File: src/rtl/jtsdram_pattern.sv
// Expected-word generator: seed plus zero-extended word index, modulo 2^16.
// Shared with the programmer so written and checked data always agree.
module jtsdram_pattern #(
  parameter int CNTW = 8
) (
  input  logic [15:0]     data_ref,
  input  logic [CNTW-1:0] idx,
  output logic [15:0]     word
);

  // Pure combinational sum; the 16-bit result wraps naturally
  assign word = data_ref + 16'(idx);

endmodule

File: config.mk
export PLATFORM = sky130hd
export DESIGN_NAME = jtsdram_pattern
export DESIGN_NICKNAME = d
export VERILOG_FILES = /design/src/rtl/jtsdram_pattern.sv
export SDC_FILE = /design/constraint.sdc
export NUM_CORES = 1
export LEC_CHECK = 0
export BUFFER_PORTS_ARGS = -buffer_cell sky130_fd_sc_hd__buf_2
export CAP_MARGIN = 25
export CELL_PAD_IN_SITES_DETAIL_PLACEMENT = 1
export CELL_PAD_IN_SITES_GLOBAL_PLACEMENT = 1
export CORE_UTILIZATION = 29
export DETAILED_ROUTE_END_ITERATION = 10
export PLACE_DENSITY_LB_ADDON = 0.1
export RECOVER_POWER = 25
export REMOVE_ABC_BUFFERS = 1
export SLEW_MARGIN = 20
export SYNTH_ARGS = -nofsm -noshare
export SYNTH_HDL_FRONTEND = slang
export SYNTH_SLANG_ARGS = --single-unit
File: constraint.sdc
create_clock -name vclk -period 3.8
set_input_delay 0.38 -clock vclk [all_inputs]
set_output_delay 0.38 -clock vclk [all_outputs]
set_load 0.02 [all_outputs]
==> run metrics <==
final wirelength between 1 and 1.5 mm; TritonRoute pass-1 iters 3; mux cell area share after synthesis 0.0204; CP Cell Sequence buf_2 > ha_1 > fa_1 > a21o_2 > a41oi_1 > a31oi_2 > nand3_1 > xnor2_1 > buf_2; IO Pins 40; Setup Viol. Count Final 0; Initial Util 0.318; vias per cell 5.26; WP data required between 3 and 4 ns; Max Slew Vio Count 0; leakage power 0.000352 uW; Synth top area share 0.204; post-CTS sizing 0; largest family of logic cells by synthesized area compound AO/OA/AOI/OAI gates; pre-CTS setup slack between 1 and 1.5 ns; Area after DPL ~700 um^2; die height about 43 um; Slowest-stage cell, CP fa_1; Reg power frac 0; Iteration-0 DRC Markers 2; Tcrit/Tclk final 0.695; Syn Area/Cell 7.91 um^2; worst relative slew slack 0.733; die width roughly 43 um; Setup WS post-layout ~1.2 ns; Max Cap Viol 0; fin crit period roughly 2.6 ns; Hold Fails Final Rpt 0; Vias 615; RSZ-0062 raised after global routing no; Final Cell Area around 700 um^2; Setup crit start kind input pin; share of power burned in combinational logic 1.000; fmax roughly 380 MHz; Worst Path Class, Setup in -> out; # nets final roughly 140; Antenna Cells 0; type of the most critical hold path in -> out; worst slew pin tran around 0.40 ns; Syn. warnings 0; Post-route DRC 0; largest net degree at the start of global routing 8; register area 0 um^2; VDD IR max approximately 0.094 mV; register area share after synthesis 0; Clk pwr share 0; core region area roughly 1500 um^2; die area roughly 1900 um^2; FF+latch count 0; Hold-fix buffers, CTS 0; crit end category primary output; worst-path fanout max 3; All-Layer GR Usage 0.145; Cell Pwr Density between 150 and 200 nW/um^2; P&R area growth vs syn 42.9%; area share of fa/ha/maj cells after synthesis 0.245; fillers approximately 210; RePlAce Congestion between 0.7 and 0.8; Post-Synth Simple-Gate Area 0.189; cells after synthesis between 60 and 70; Worst Path Arrival roughly 2.3 ns; share of cells above drive strength 1 0.426; P_sw 82.5 uW; xor/xnor share of the synthesized area 0.214; status finished clean; Netlist cell types 29; cell accounting for the most synthesized area ha_1; per-cell routed wire length roughly 12 um; CP dominant cell by count buf_2; clkbuf count 0; grt ovf 0; initial antenna violation count 0; Synth Area in Compound Gates 0.314; synth top area cells ha_1 20%, xnor2_1 16%, o2111ai_1 5.4%; ANT nets after route 0; row count 14; switch share 0.605; first-pass GRT wire length around 2.2 mm; Internal ~54 uW; Setup Buffers After CTS 0; # port buffers 40; final setup TNS 0 ns; post-detail-place hpwl around 1.3 mm; synthesized cell area approximately 500 um^2; Hold WS around 1.1 ns; worst stage delay on the critical path about 0.4 ns; vias in the first global route between 500 and 600
## per-layer routing
layer | vias to the layer above | share of wire | GRT usage
li1 | 318 | - | -
met1 | 278 | 0.46 | 0.208
met2 | 19 | 0.50 | 0.257
met3 | 0 | 0.044 | 0
met4 | 0 | 0 | 0
met5 | - | 0 | 0
## layout by cell type, fill, tap and decap left out
cell        n
xor2_1      3
o211ai_1    1
a31oi_2     1
o21ai_2     1
and2_2      1
and3_2      1
fa_1        1
a21o_1      2
nand3_1     4
o2111ai_1   3
a21o_2      1
mux2i_1     1
nand2_1     4
o21a_1      1
inv_1       1
and3_1      2
a21oi_2     2
o21ai_0     1
buf_2      36
nor3_1      2
a221oi_1    1
nor2b_1     1
xnor2_1     9
a21boi_0    1
ha_1        8
nor2_1      2
a21oi_1     4
clkbuf_1    4
nand4_1     1
a41oi_1     1
## worst max-delay path: cells and delay by family
kind	cells	cell delay, ns
buffers and inverters	2	0.29
xor gates and xnor gates	1	0.13
and+or+nand+nor	1	0.14
adders and majority gates	2	0.62
AOI/OAI and AO/OA	3	0.70
## metrics by stage
stage	utilization	power [uW]	std cells
2_1_floorplan	-	92.0	61
3_3_place_gp	0.458	135	117
3_5_place_dp	0.458	139	117
4_1_cts	0.458	139	117
5_1_grt	0.455	148	117
6_report	0.455	136	117
## synthesized netlist by cell type
cell type	count
a21boi_0	1
a21o_1	2
a21o_2	1
a21oi_1	4
a21oi_2	2
a221oi_1	1
a31oi_2	1
a41oi_1	1
and2_2	1
and3_1	2
and3_2	1
clkbuf_2	1
fa_1	1
ha_1	8
inv_1	1
mux2i_1	1
nand2_1	4
nand3_1	4
nand4_1	1
nor2_1	2
nor2b_1	1
nor3_1	2
o2111ai_1	3
o211ai_1	1
o21a_1	1
o21ai_0	1
o21ai_2	1
xnor2_1	9
xor2_1	3
## cells by family after synthesis
family | Yosys count
fa+ha+maj | 9
xor+xnor | 12
mux | 1
buf+inv | 2
simple gates | 18
compound gates | 20
## path summary, 6_finish.rpt
check	endpoint	depth (start not counted)	start	slack, ns
max	word[12]	9	data_ref[0]	1.16
min	word[15]	3	data_ref[15]	1.06
## power groups by stage
stage               clock [uW]  sequential [uW]  combinational [uW]
floorplan                    0                0                92.0
global placement             0                0                 135
detailed placement           0                0                 139
CTS                          0                0                 139
global route                 0                0                 148
finish                       0                0                 136
## cell type report
cell class / count / area (um^2) / share of cell area
inverters: 1 / 3.75 / 0.00536
multi-input cells: 60 / 482 / 0.688
well taps: 16 / 20.0 / 0.0286
repair buffers: 40 / 195 / 0.279
Power figures use the tool's default switching activity.
